<file path="config.mk">
export PLATFORM = sky130hd
export DESIGN_NAME = keypad_scanner
export DESIGN_NICKNAME = d
export VERILOG_FILES = /design/src/rtl/keypad_scanner.sv
export SDC_FILE = /design/constraint.sdc
export NUM_CORES = 1
export LEC_CHECK = 0
export BUFFER_PORTS_ARGS = -buffer_cell sky130_fd_sc_hd__buf_4
export CAP_MARGIN = 10
export CORE_ASPECT_RATIO = 1.25
export CORE_MARGIN = 2
export CORE_UTILIZATION = 60
export DETAILED_ROUTE_END_ITERATION = 12
export PLACE_DENSITY = 0.79
export SLEW_MARGIN = 10
export SYNTH_ARGS = -nofsm -noshare
export SYNTH_HDL_FRONTEND = slang
export SYNTH_SLANG_ARGS = --single-unit
export TNS_END_PERCENT = 20
</file>
<file path="constraint.sdc">
create_clock -name CLK -period 2.4 [get_ports CLK]
set_input_delay 0.12 -clock CLK [delete_from_list [all_inputs] [get_ports CLK]]
set_output_delay 0.12 -clock CLK [all_outputs]
set_load 0.005 [all_outputs]
</file>
<file path="src/rtl/keypad_scanner.sv">
// keypad_scanner: 4x3 matrix keypad scanner with debounced press/release.
// Columns are driven active-low one at a time; rows are sampled once per
// column dwell (sample tick). Auto-repeat of KEY_VALID while a key is held
// is built in only when the macro KEYPAD_REPEAT_EN is defined.
//
// state       | meaning
// ST_SCAN     | rotating columns, waiting for any row low on a tick
// ST_DEBOUNCE | column frozen, counting consecutive matching press samples
// ST_PRESSED  | key accepted, KEY_HELD high, waiting for row to go high
// ST_RELEASE  | counting consecutive high samples before declaring release
module keypad_scanner #(
  parameter int SCAN_DIV      = 3333,
  parameter int DEBOUNCE_CNT  = 20,
  parameter int REPEAT_DELAY  = 500,
  parameter int REPEAT_PERIOD = 100
) (
  input  logic       CLK,
  input  logic       RST,
  input  logic       KEYPAD_ROW_0,
  input  logic       KEYPAD_ROW_1,
  input  logic       KEYPAD_ROW_2,
  input  logic       KEYPAD_ROW_3,
  output logic       KEYPAD_COL_0,
  output logic       KEYPAD_COL_1,
  output logic       KEYPAD_COL_2,
  output logic [3:0] KEY_CODE,
  output logic       KEY_VALID,
  output logic       KEY_HELD
);

  typedef enum logic [1:0] {ST_SCAN, ST_DEBOUNCE, ST_PRESSED, ST_RELEASE} state_t;

  localparam logic [15:0] DIV_LAST = 16'(SCAN_DIV - 1);
  localparam logic [7:0]  DB_LAST  = 8'(DEBOUNCE_CNT);

  function automatic logic [3:0] code_of(input logic [1:0] r, input logic [1:0] c);
    return ({2'b00, r} << 1) + {2'b00, r} + {2'b00, c};
  endfunction

  logic [3:0] row_meta_q, row_sync_q;
  logic [15:0] div_q;
  logic        tick;
  state_t      state_q, state_d;
  logic [1:0]  col_idx_q, col_idx_d;
  logic [2:0]  col_drv_q, col_drv_d;
  logic [1:0]  row_q, row_d;
  logic [7:0]  cnt_q, cnt_d, cnt_inc;
  logic [3:0]  code_q, code_d;
  logic        valid_q, valid_d;
  logic        held_q, held_d;
  logic        advance;
  logic        any_low;
  logic [1:0]  low_row;
  logic        row_high;

`ifdef KEYPAD_REPEAT_EN
  logic [15:0] rep_q, rep_d;
`else
  // Repeat timing parameters are meaningless without the auto-repeat build.
  logic unused_repeat_cfg;
  assign unused_repeat_cfg = ^{REPEAT_DELAY, REPEAT_PERIOD};
`endif

  // Two-flop synchronizer on the asynchronous row inputs (idle high).
  always_ff @(posedge CLK) begin
    if (RST) begin
      row_meta_q <= '1;
      row_sync_q <= '1;
    end else begin
      row_meta_q <= {KEYPAD_ROW_3, KEYPAD_ROW_2, KEYPAD_ROW_1, KEYPAD_ROW_0};
      row_sync_q <= row_meta_q;
    end
  end

  // Free-running dwell divider; the tick is its terminal count.
  always_ff @(posedge CLK) begin
    if (RST) div_q <= '0;
    else     div_q <= tick ? '0 : div_q + 16'd1;
  end

  assign tick     = (div_q == DIV_LAST);
  assign cnt_inc  = cnt_q + 8'd1;
  assign row_high = row_sync_q[row_q];

  // Priority pick of the lowest-numbered low row.
  always_comb begin
    any_low = 1'b0;
    low_row = 2'd0;
    for (int r = 3; r >= 0; r--) begin
      if (!row_sync_q[r]) begin
        any_low = 1'b1;
        low_row = 2'(r);
      end
    end
  end

  // Next-state, column advance and output strobes.
  always_comb begin
    state_d = state_q;
    row_d   = row_q;
    cnt_d   = cnt_q;
    code_d  = code_q;
    valid_d = 1'b0;
    held_d  = held_q;
    advance = 1'b0;
`ifdef KEYPAD_REPEAT_EN
    rep_d   = rep_q;
`endif
    case (state_q)
      ST_SCAN: if (tick) begin
        if (any_low) begin
          row_d = low_row;
          cnt_d = 8'd1;
          if (DB_LAST == 8'd1) begin
            state_d = ST_PRESSED;
            code_d  = code_of(low_row, col_idx_q);
            valid_d = 1'b1;
            held_d  = 1'b1;
`ifdef KEYPAD_REPEAT_EN
            rep_d   = 16'(REPEAT_DELAY);
`endif
          end else begin
            state_d = ST_DEBOUNCE;
          end
        end else begin
          advance = 1'b1;
        end
      end
      ST_DEBOUNCE: if (tick) begin
        if (any_low && (low_row == row_q)) begin
          cnt_d = cnt_inc;
          if (cnt_inc == DB_LAST) begin
            state_d = ST_PRESSED;
            code_d  = code_of(row_q, col_idx_q);
            valid_d = 1'b1;
            held_d  = 1'b1;
`ifdef KEYPAD_REPEAT_EN
            rep_d   = 16'(REPEAT_DELAY);
`endif
          end
        end else begin
          state_d = ST_SCAN;
          advance = 1'b1;
        end
      end
      ST_PRESSED: if (tick) begin
        if (row_high) begin
          cnt_d = 8'd1;
          if (DB_LAST == 8'd1) begin
            state_d = ST_SCAN;
            held_d  = 1'b0;
            advance = 1'b1;
          end else begin
            state_d = ST_RELEASE;
          end
        end
`ifdef KEYPAD_REPEAT_EN
        else if (rep_q == 16'd1) begin
          valid_d = 1'b1;
          rep_d   = 16'(REPEAT_PERIOD);
        end else begin
          rep_d = rep_q - 16'd1;
        end
`endif
      end
      ST_RELEASE: if (tick) begin
        if (row_high) begin
          cnt_d = cnt_inc;
          if (cnt_inc == DB_LAST) begin
            state_d = ST_SCAN;
            held_d  = 1'b0;
            advance = 1'b1;
          end
        end else begin
          state_d = ST_PRESSED;
        end
      end
      default: state_d = ST_SCAN;
    endcase
    col_idx_d = advance ? ((col_idx_q == 2'd2) ? 2'd0 : col_idx_q + 2'd1) : col_idx_q;
    col_drv_d = ~(3'b001 << col_idx_d);
  end

  // State, column drive and output registers.
  always_ff @(posedge CLK) begin
    if (RST) begin
      state_q   <= ST_SCAN;
      col_idx_q <= 2'd0;
      col_drv_q <= 3'b110;
      row_q     <= 2'd0;
      cnt_q     <= 8'd0;
      code_q    <= 4'd0;
      valid_q   <= 1'b0;
      held_q    <= 1'b0;
    end else begin
      state_q   <= state_d;
      col_idx_q <= col_idx_d;
      col_drv_q <= col_drv_d;
      row_q     <= row_d;
      cnt_q     <= cnt_d;
      code_q    <= code_d;
      valid_q   <= valid_d;
      held_q    <= held_d;
    end
  end

`ifdef KEYPAD_REPEAT_EN
  // Auto-repeat down-counter; only moves on PRESSED ticks, frozen elsewhere.
  always_ff @(posedge CLK) begin
    if (RST) rep_q <= '0;
    else     rep_q <= rep_d;
  end
`endif

  assign KEYPAD_COL_0 = col_drv_q[0];
  assign KEYPAD_COL_1 = col_drv_q[1];
  assign KEYPAD_COL_2 = col_drv_q[2];
  assign KEY_CODE     = code_q;
  assign KEY_VALID    = valid_q;
  assign KEY_HELD     = held_q;

endmodule

</file>
After elaboration in Yosys (flattened, before gate mapping). Index checks and enable logic that the tools add are counted.

Input port bits: 6. Bits in registers: 47. Word-level logic and storage cells: 98.

Bitwise logic cells: 4. Equality and inequality tests: 19. Magnitude comparators: 1. Reductions and logical operators: 10. Shift-type cells: 1. Add/subtract/negate cells: 5. Muxes and demuxes: 47.

Operator list (number): 2-to-1 mux 8 bit (8); 2-to-1 mux 2 bit (16); one-hot mux 8 bit (4 select lines) (1); != test 2 bit (second input constant) (10); 2-to-1 mux 1 bit (18); adder 16 x 1 -> 16 bit (second input constant) (1); equality test 16 x 12 -> 1 bit (second input constant) (1); AND reduction 8 bit (2); adder 8 x 1 -> 8 bit (second input constant) (1); equality test 8 x 5 -> 1 bit (second input constant) (1); one-hot mux 2 bit (4 select lines) (1); AND reduction 7 bit (1); equality test 2 bit (second input constant) (3); != test 3 bit (second input constant) (2); adder 3 x 2 -> 4 bit (1); adder 4 x 2 -> 4 bit (1); AND reduction 4 bit (1); OR reduction 4 bit (1); less-than comparator 2 x 3 -> 1 bit (second input constant) (1); NOT 1 bit (3); NOT 3 bit (1); one-hot mux 1 bit (3 select lines) (1); AND reduction 3 bit (1); << shifter 1 x 2 -> 3 bit (first input constant) (1); other kinds (9) (9).

Longest topological paths before layout. Gate-level depths: netlist of run 1.

Depth after elaboration: 12. Gate-level depth with buffers: 7.

Worst setup path before layout of run 1. OpenSTA, ideal clock, no wires.

Kind: register to register. Start: reg cnt_q[0]. End: reg col_idx_q[0]. Arrival time: 2.001 ns. Cell stages (with the launch flop): 7. Path slack: 0.278 ns. Path buffers: 0. Cells stage by stage: dfxtp_1 ha_1 a21o_1 a311oi_1 o211a_1 a32o_1 mux2_2.

Longest elaborated chain between the ends: 7.

Ends and longest elaborated chain: start, declared (RTL line 47) `logic [7:0] cnt_q, cnt_d, cnt_inc;`; start signal, assigned (RTL line 200) `cnt_q <= cnt_d;`; adder 8 x 1 -> 8 bit (RTL line 82) `assign cnt_inc = cnt_q + 8'd1;`; equality test 8 x 5 -> 1 bit (RTL line 169) `if (cnt_inc == DB_LAST) begin`; 2-to-1 mux 1 bit (RTL line 169); 2-to-1 mux 1 bit (RTL line 167) `if (row_high) begin`; 2-to-1 mux 1 bit (RTL line 166) `ST_RELEASE: if (tick) begin`; one-hot mux 1 bit (3 select lines) (RTL line 109) `case (state_q)`; 2-to-1 mux 2 bit (RTL line 180) `col_idx_d = advance ? ((col_idx_q == 2'd2) ? 2'd0 : col_idx_q + 2'd1) : col_idx_q;`; end signal, assigned (RTL line 197) `col_idx_q <= col_idx_d;`; end, declared (RTL line 44) `logic [1:0] col_idx_q, col_idx_d;`.

Every way passes these cells. A chain may end at the register's enable or synchronous reset.

Final worst setup path of run 1.
Start: reg cnt_q[0]. End: reg held_q, in the netlist KEY_HELD.

Longest elaborated chain between the ends: 4.

Ends and longest elaborated chain: adder 8 x 1 -> 8 bit (*) (RTL line 82); equality test 8 x 5 -> 1 bit (*) (RTL line 132, 169); != test 2 bit (no source line); AND reduction 7 bit (no source line) (*); end signal, assigned (RTL line 203) `held_q <= held_d;`; end, declared (RTL line 50) `logic held_q, held_d;`.

Mark *: on every way between the ends. The rest lies on a longest branch, timed or not.

==> results.cfg, run 1 <==
[clocking]
cts_tree = built
clockBufferDepth = 2
clkSinkCount = 47
path_clk_slew_ns = 0.09
worst_skew_pair.late_latency_ns = 0.31
cts_made_buffers = 5
htreeDepth = 2
cts-root-buf = clkbuf_8

[timing]
tightest_slew_ns = 0.642
max_freq_mhz = 465
min_period_ns = 2.15
setup_violations = 0
finalMaxSlewViolations = 0
layout_setup_ws_ns = 0.250
clock-skew-final_ns = 0.00858
rsz0062_at_grt = false
min_period_over_period_pct = 89.6
tns_ns = 0
slew_headroom_pct = 56.8
hold_viol = 0

[final_layout]
final_util_pct = 72.1
drive_above_1_share_pct = 17.9
syn_to_final_growth_pct = 14.1
nets = 298
stdcell_count = 339
nFillCells = 308
diodes = 0

[global_route]
grt_max_degree = 31
grt_use_total_pct = 24.6
use_met1_pct = 29.8
busiest_layer = met2
antenna_found_initial = 0
grt_first_pass_wirelength_um = 8310
grt_pass1_vias = 1866
use_met2_pct = 42.7
overflow = 0
use_met3_pct = 5.33

[critical_path]
worstSetupPathType = flip-flop to flip-flop
cp_num_buf_inv = 0
max_stage_delay_ns = 0.41
start_kind = flip-flop
cp_cell_sequence = ha_1, and3_1, and3_1, a31oi_1, nor4_1, mux2_2
crit_family = simple AND/OR/NAND/NOR gates
cp_slowest_cell = dfxtp_2
cp_data_arrival_time_ns = 2.35
worstPathRequired_ns = 2.60
cpMostUsedCell = and3_1
cp_max_fo = 10
critPathCaptureType = flip-flop

[routing]
drc = 0
routed_wl_um = 5080
postRouteAntennaNets = 0
drt-initial-drc-count = 150
dr.pass1.iters = 4
vias_per_cell = 5.88
num_vias = 1992
wire_per_inst_um = 15.0

[place]
port_buffers = 14
globalplace.congestion = 0.781
pre_cts_slack_ns = 0.199
hpwl_um = 3490
dp_cells = 328

[power]
p_leak_nw = 1.02
peakVddDrop_uv = 493
powerDensity_nw_per_um2 = 561

[floorplan]
num_rows = 25
ios = 15
start_util_pct = 63.2
die_area_um2 = 4580
die_height_um = 75.2
die_w_um = 60.9
core_um2 = 3850

[run]
cap_viol_max_count = 0

[synthesis]
synth-edff-count = 0
synth_commonest_cells = dfxtp_1 (47), nor2_1 (27), inv_1 (13)
synth_top_area_cell = dfxtp_1
syn-instance-count = 265
synth_seq_cells = 47
synth_area_leaders = dfxtp_1 (39%), nor2_1 (4.2%), xnor2_1 (3.6%)
synth-main-ff-cell = dfxtp_1
synth_top_area_share_pct = 38.7
ys_warn_count = 0
syn_avg_cell_area_um2 = 9.17
syn_nets = 279
async_reset_ff_share_pct = 0
ys_seq_area_share_pct = 38.7
yosysUniqueCellTypes = 55
synth_most_common_cell = dfxtp_1
syn_area_um2 = 2430

[status]
status = finished clean

[worst_hold_path]
holdCritPathClass = primary input to flip-flop
[path summary, 6_finish.rpt]
kind	start	to	slack, ns	cells past startpoint
setup / recovery	cnt_q[0]	KEY_HELD	0.25	6
hold / removal	KEYPAD_ROW_0	row_meta_q[0]	0.007	2
hold reg to reg	row_meta_q[1]	row_sync_q[1]	0.41	1
setup reg to reg	cnt_q[0]	KEY_HELD	0.25	6
[cells in the final DEF, fill, tap and decap left out, types with 4 or more instances in the layout]
| cell type | count |
|---|---|
| a31oi_1 | 5 |
| or2_2 | 9 |
| buf_4 | 18 |
| nand2b_1 | 6 |
| and3_1 | 5 |
| xor2_1 | 6 |
| inv_1 | 13 |
| mux2i_1 | 5 |
| nand3_1 | 11 |
| dfxtp_1 | 45 |
| a21oi_1 | 8 |
| ha_1 | 6 |
| or3_1 | 4 |
| nor2_1 | 27 |
| nor4_1 | 4 |
| nand4_1 | 6 |
| nand2_1 | 11 |
| o2bb2ai_1 | 4 |
| xnor2_1 | 10 |
| a21o_1 | 4 |
| clkbuf_8 | 5 |
| nor3_1 | 12 |
[per-layer routing]
metal | vias to the layer above | routed length, µm
li1 | 1010 | -
met3 | 10 | 176
met4 | 0 | 75
met5 | - | 0
met2 | 40 | 2580
met1 | 932 | 2250
[final cells by class]
| class | count | area [µm²] | share of cell area [%] |
|---|---|---|---|
| clock buffer | 5 | 68.8 | 2.48 |
| clock inverter | 3 | 67.6 | 2.44 |
| inverter | 13 | 48.8 | 1.76 |
| multi-input combinational | 196 | 1410 | 50.9 |
| sequential | 47 | 943 | 34.0 |
| tap | 54 | 67.6 | 2.44 |
| timing repair buffer | 21 | 165 | 5.96 |
[what timing repair did]
item | CTS | global route
hold buffers | 3 | 0
setup endpoints to repair | 0 | 1
endpoints found under the hold margin | 3 | 0
buffers inserted | 0 | 0
gates resized for setup | 0 | 3
[sequential cells by signal, summed over array words and instances (netlist names)]
signal      count
row_q           2
row_sync_q      4
col_drv_q       3
KEY_HELD        1
row_meta_q      4
col_idx_q       2
state_q         2
cnt_q           8
div_q          16
KEY_CODE        4
KEY_VALID       1
[cell families after synthesis]
logic type,Yosys count,share of synthesized area [%]
buffers and inverters,22,3.45
XOR/XNOR,16,5.77
AND/OR/NAND/NOR,114,27.8
adder cells (fa/ha/maj),8,4.74
flip-flops,47,38.7
AO/OA/AOI/OAI,50,15.6
multiplexers,8,3.91
[through the flow]
stage	hold slack, ns	instance area (µm²)	total power, mW
6_report	0.00714	2770	1.56
2_1_floorplan	0.224	2430	0.854
5_1_grt	0.00704	2770	1.61
3_3_place_gp	0.304	2600	0.872
3_5_place_dp	0.307	2600	0.873
4_1_cts	0.00893	2760	1.56
[worst reg2reg max path, stage by stage, from the launching register on]
cell and delay, ns:
dfxtp_2 0.41, ha_1 0.23, and3_1 0.26, and3_1 0.24
a31oi_1 0.20, nor4_1 0.33, mux2_2 0.37
[where the power goes]
| part | switching [mW] | internal [mW] | leakage [nW] |
|---|---|---|---|
| clock | 0.280 | 0.415 | 0.0644 |
| combinational | 0.0335 | 0.0276 | 0.575 |
| sequential | 0.00989 | 0.790 | 0.382 |
| total | 0.324 | 1.23 | 1.02 |
Power figures use the tool's default switching activity.
==> run 2, diff against run 1 <==
Settings changed: ABC_AREA set to 1.
==> run 2 against run 1 <==
Total power down 6.7%. Utilization decreased by 3.6 points. Critical path depth rose by 3. Wire length fell by 3.6%. Sequential power barely moved. Combinational power down 6.4%. Via count up 7.8%. Critical path type unchanged. Register-to-register slack better by 0.25 ns. Final area decreased by 0.41%. Sequential share of layout area hardly changed. Critical endpoint is now KEY_CODE[0].
==> results.cfg, run 2 <==
[status]
status = finished clean

[final_layout]
nets = 388
largest_reg_flops = 16
diodes = 0
layout_common_cells = nand2_1 (78), inv_1 (50), nor2_1 (50)
drive_above_1_share_pct = 17.9
final_common_cell = nand2_1
top_regs = div_q x16, cnt_q x8
stdcell_count = 431
syn_to_final_growth_pct = 10.8
final_util_pct = 68.5
top_register = div_q

[timing]
min_period_over_period_pct = 79.2
setup_violations = 0
clock-skew-final_ns = 0.00960
finalMaxSlewViolations = 0
tns_ns = 0
min_period_ns = 1.90
rsz0062_at_grt = false
layout_setup_ws_ns = 0.500
hold_viol = 0
max_freq_mhz = 526
slew_headroom_pct = 71.6
tightest_slew_ns = 0.425

[worst_hold_path]
holdCritPathClass = primary input to flip-flop
holdPathStages = 2
hp-start = KEYPAD_ROW_1

[critical_path]
crit_path_start = cnt_q[0]
crit_cells = 9
worstPathRequired_ns = 2.63
start_kind = flip-flop
worstSetupPathType = flip-flop to flip-flop
cp_cell_sequence = ha_1, nand3_2, o21ai_2, nand2_2, nor2_4, nand3_4, nor3_1, o21ai_0, nor2_1
rr_worst_depth = 9
cp_num_buf_inv = 0
critPathCaptureType = flip-flop
cp_data_arrival_time_ns = 2.13
rr_startpoint = cnt_q[0]
cp_slowest_cell = dfxtp_1
max_stage_delay_ns = 0.43
cp_max_fo = 6
crit_family = simple AND/OR/NAND/NOR gates

[power]
power_frac_clock_pct = 41.1
swShare_pct = 20.8
p_sw_uw = 303
p_leak_nw = 1.19
powerDensity_nw_per_um2 = 526
pwr-share-seq_pct = 55.0
internal_power_mw = 1.15
comb_power_share_pct = 3.9
peakVddDrop_uv = 366
finalPower_mw = 1.45

[routing]
vias_per_cell = 4.98
num_vias = 2147
wire_per_inst_um = 11.4
postRouteAntennaNets = 0
drc = 0
drt-initial-drc-count = 87
dr.pass1.iters = 4
routed_wl_um = 4900

[synthesis]
synth_commonest_cells = nand2_1 (78), inv_1 (50), nor2_1 (50)
syn-instance-count = 357
synth_seq_cells = 47
synth_most_common_cell = nand2_1
async_reset_ff_share_pct = 0
synth_area_leaders = dfxtp_1 (38%), nand2_1 (12%), inv_1 (7.5%)
syn_area_um2 = 2490
syn_avg_cell_area_um2 = 6.98
ys_seq_area_share_pct = 37.8
syn_nets = 371
synth-main-ff-cell = dfxtp_1
synth_top_area_cell = dfxtp_1
ys_warn_count = 0
synth_top_area_share_pct = 37.8
yosysUniqueCellTypes = 29
synth-edff-count = 0

[clocking]
clkSinkCount = 47
cts_tree = built
clockBufferDepth = 2
path_clk_slew_ns = 0.09
cts_setup_buffers = 0
postCtsHoldBufs = 0
htreeDepth = 2
cts-resized-gates = 0
worst_skew_pair.late_latency_ns = 0.29
cts_made_buffers = 5
cts-root-buf = clkbuf_8

[global_route]
antenna_found_initial = 0
grt_first_pass_wirelength_um = 8500
grt_pass1_vias = 2033
grt_max_degree = 21
grt_use_total_pct = 23.5
overflow = 0

[floorplan]
die_area_um2 = 4690
core_um2 = 4030
num_rows = 26
start_util_pct = 61.8
ios = 15
die_w_um = 61.6
die_height_um = 76.1

[place]
dp_cells = 423
hpwl_um = 3720
port_buffers = 14
globalplace.congestion = 0.890
pre_cts_slack_ns = 0.531

[run]
cap_viol_max_count = 0
-- run 2: final timing paths --
path	end	slack, ns
max reg2reg	KEY_CODE[0]	0.50
min	row_meta_q[1]	0.01
max	KEY_CODE[0]	0.50
min reg2reg	row_sync_q[3]	0.41
-- run 2: worst register-to-register path, stage by stage (launching register included) --
cell     delay, ns
dfxtp_1       0.43
ha_1          0.24
nand3_2       0.12
o21ai_2       0.18
nand2_2       0.10
nor2_4        0.15
nand3_4       0.10
nor3_1        0.26
o21ai_0       0.13
nor2_1        0.14
-- run 2: routing by layer --
layer  up-vias  part of all wire (%)  global-route usage, %
met5         -                     0                      0
met2        35                    55                   41.7
met4         0                   1.2                   7.45
li1       1151                     -                      -
met3         4                   2.9                   4.75
met1       957                    41                   26.8
-- run 2: final cells by class --
type,count,area (µm²)
Fill cell,358,1270
Timing Repair Buffer,14,105
Clock inverter,2,35.0
Inverter,56,210
Clock buffer,6,82.6
Tap cell,56,70.1
Multi-Input combinational cell,250,1320
Sequential cell,47,941
-- run 2: kinds of logic after synthesis --
family,synth area share [%]
buffers and inverters,9.39
flip-flops,37.8
XOR/XNOR,0.703
AND/OR/NAND/NOR,41.2
AO/OA/AOI/OAI,6.33
adder cells (fa/ha/maj),4.62
-- run 2: power by group through the flow --
stage	sequential (mW)	combinational [mW]	clock [mW]
floorplan	0.814	0.0446	0
global placement	0.816	0.0562	0
detailed placement	0.816	0.0575	0
CTS	0.798	0.0574	0.607
global route	0.800	0.0664	0.641
finish	0.798	0.0573	0.596
-- run 2: through the flow --
| step | instance area (µm²) | hold slack [ns] |
|---|---|---|
| floorplan | 2490 | 0.224 |
| global placement | 2640 | 0.305 |
| detailed placement | 2640 | 0.307 |
| CTS | 2760 | 0.00446 |
| global route | 2760 | 0.000313 |
| finish | 2760 | 0.0105 |
==> run 3, diff against run 2 <==
Clock period 2.4 ns to 1.9 ns, I/O delays scaled along.
==> run 3 against run 2 <==
Clock skew fell by 0.0035 ns. Count of clock-buffer cells in the layout rose by 1. Total power grew 14%. First-iteration DRC count rose by 11%. Critical path depth fell by 4. Cell count is 1.6% higher. Utilization is 2.2 points higher. Final area rose by 3.3%. Register-to-register slack worse by 0.36 ns. Sequential power grew 25%. Wire length decreased by 2.5%. Highest routed layer unchanged.
==> results.cfg, run 3 (synthesized netlist as in run 2, its figures left out) <==
[status]
status = finished clean

[routing]
dr.pass1.iters = 4
drc = 0
num_vias = 2187
postRouteAntennaNets = 0
drt-initial-drc-count = 97
wire_per_inst_um = 10.9
vias_per_cell = 4.99
routed_wl_um = 4770

[timing]
min_period_over_period_pct = 92.4
slew_headroom_pct = 72.3
clock-skew-final_ns = 0.00615
layout_setup_ws_ns = 0.145
rsz0062_at_grt = true
tightest_slew_ns = 0.416
setup_violations = 0
finalMaxSlewViolations = 0
min_period_ns = 1.76
max_freq_mhz = 570
hold_viol = 0

[floorplan]
die_w_um = 61.6
num_rows = 26
ios = 15
start_util_pct = 61.8
die_area_um2 = 4690
core_um2 = 4030
die_height_um = 76.1

[critical_path]
cp_slowest_cell = fa_1
cp_cell_sequence = fa_1, ha_1, inv_1, fa_1, a21oi_1
rr_startpoint = row_q[1]
cp_data_arrival_time_ns = 1.99
cpMostUsedCell = fa_1
cp_max_fo = 6
start_kind = flip-flop
max_stage_delay_ns = 0.46
critPathCaptureType = flip-flop
crit_family = adder cells
worstPathRequired_ns = 2.13
crit_path_start = row_q[1]
cp_num_buf_inv = 1
worstSetupPathType = flip-flop to flip-flop

[power]
internal_power_mw = 1.29
peakVddDrop_uv = 542
pwr-share-seq_pct = 60.7
power_frac_clock_pct = 34.4
p_sw_uw = 368
powerDensity_nw_per_um2 = 581
p_leak_nw = 1.20
comb_power_share_pct = 4.9
swShare_pct = 22.2

[final_layout]
design_area_um2 = 2850
top_regs = div_q x16, cnt_q x8
syn_to_final_growth_pct = 14.4
drive_above_1_share_pct = 20.7
final_common_cell = nand2_1
nFillCells = 361
largest_reg_flops = 16
diodes = 0
layout_common_cells = nand2_1 (76), inv_1 (50), nor2_1 (49)
nets = 395
top_register = div_q

[place]
hpwl_um = 3520
port_buffers = 14
globalplace.congestion = 0.894
pre_cts_slack_ns = 0.0654
placed_area_um2 = 2670

[global_route]
antenna_found_initial = 0
grt_first_pass_wirelength_um = 8180
overflow = 0
grt_use_total_pct = 22.5
grt_pass1_vias = 2039
grt_max_degree = 21

[clocking]
cts-root-buf = clkbuf_8
cts_made_buffers = 5
clockBufferDepth = 2
htreeDepth = 2
cts_tree = built
path_clk_slew_ns = 0.08
worst_skew_pair.late_latency_ns = 0.29
clkSinkCount = 47

[worst_hold_path]
holdCritPathClass = primary input to flip-flop
hp-start = RST

[run]
cap_viol_max_count = 0
run 3: timing repair:
action	4_1_cts	5_1_grt
setup buffers	0	0
hold buffers	4	0
setup endpoints to repair	0	17
resized for setup	0	16
hold endpoints to repair	4	0
run 3: final cells by class:
type                    instances  area, µm²  area share, %
multi-input cells             250       1370           48.1
flip-flops and latches         47        950           33.3
inverters                      56        210           7.37
repair buffers                 21        168           5.88
clock buffers                   7       76.3           2.68
well taps                      56       70.1           2.46
clock inverters                 1       5.00          0.176
run 3: power groups by stage:
stage                     Sequential, mW  Combinational [mW]  Clock, mW
after floorplan                     1.03              0.0564          0
after global placement              1.03              0.0740          0
after detailed placement            1.03              0.0744          0
after CTS                           1.01              0.0811      0.582
after global routing                1.01              0.0931      0.623
final                               1.00              0.0815      0.569
run 3: worst register-to-register path, cell delays in order, from the launching register on:
cell and delay (ns):
dfxtp_1 0.45, fa_1 0.46, ha_1 0.20, inv_1 0.06, fa_1 0.40, a21oi_1 0.13
run 3: final timing paths:
| path | end | slack [ns] | cells after the start |
|---|---|---|---|
| worst max-delay path | KEY_CODE[2] | 0.14 | 5 |
| worst min-delay path | cnt_q[1] | 0.12 | 2 |
| worst max register to register | KEY_CODE[2] | 0.14 | 5 |
| worst min register to register | row_sync_q[0] | 0.41 | 1 |
run 3: layer usage:
layer / up-vias / track usage [%] / wire (µm)
met5: - / 0 / 0
met4: 0 / 9.15 / 82
met3: 7 / 5.43 / 109
met2: 23 / 38.4 / 2520
met1: 995 / 25.6 / 2060
li1: 1162 / - / -
run 3: metrics by stage:
stage	hold slack (ns)	util [%]	total power [mW]	cells	TNS, ns
after floorplan	0.199	-	1.08	357	0
after global placement	0.279	66.1	1.10	426	0
after detailed placement	0.284	66.1	1.11	426	0
after CTS	0.119	69.1	1.67	438	0
after global routing	0.118	70.7	1.72	438	-0.0356
final	0.119	70.7	1.66	438	0
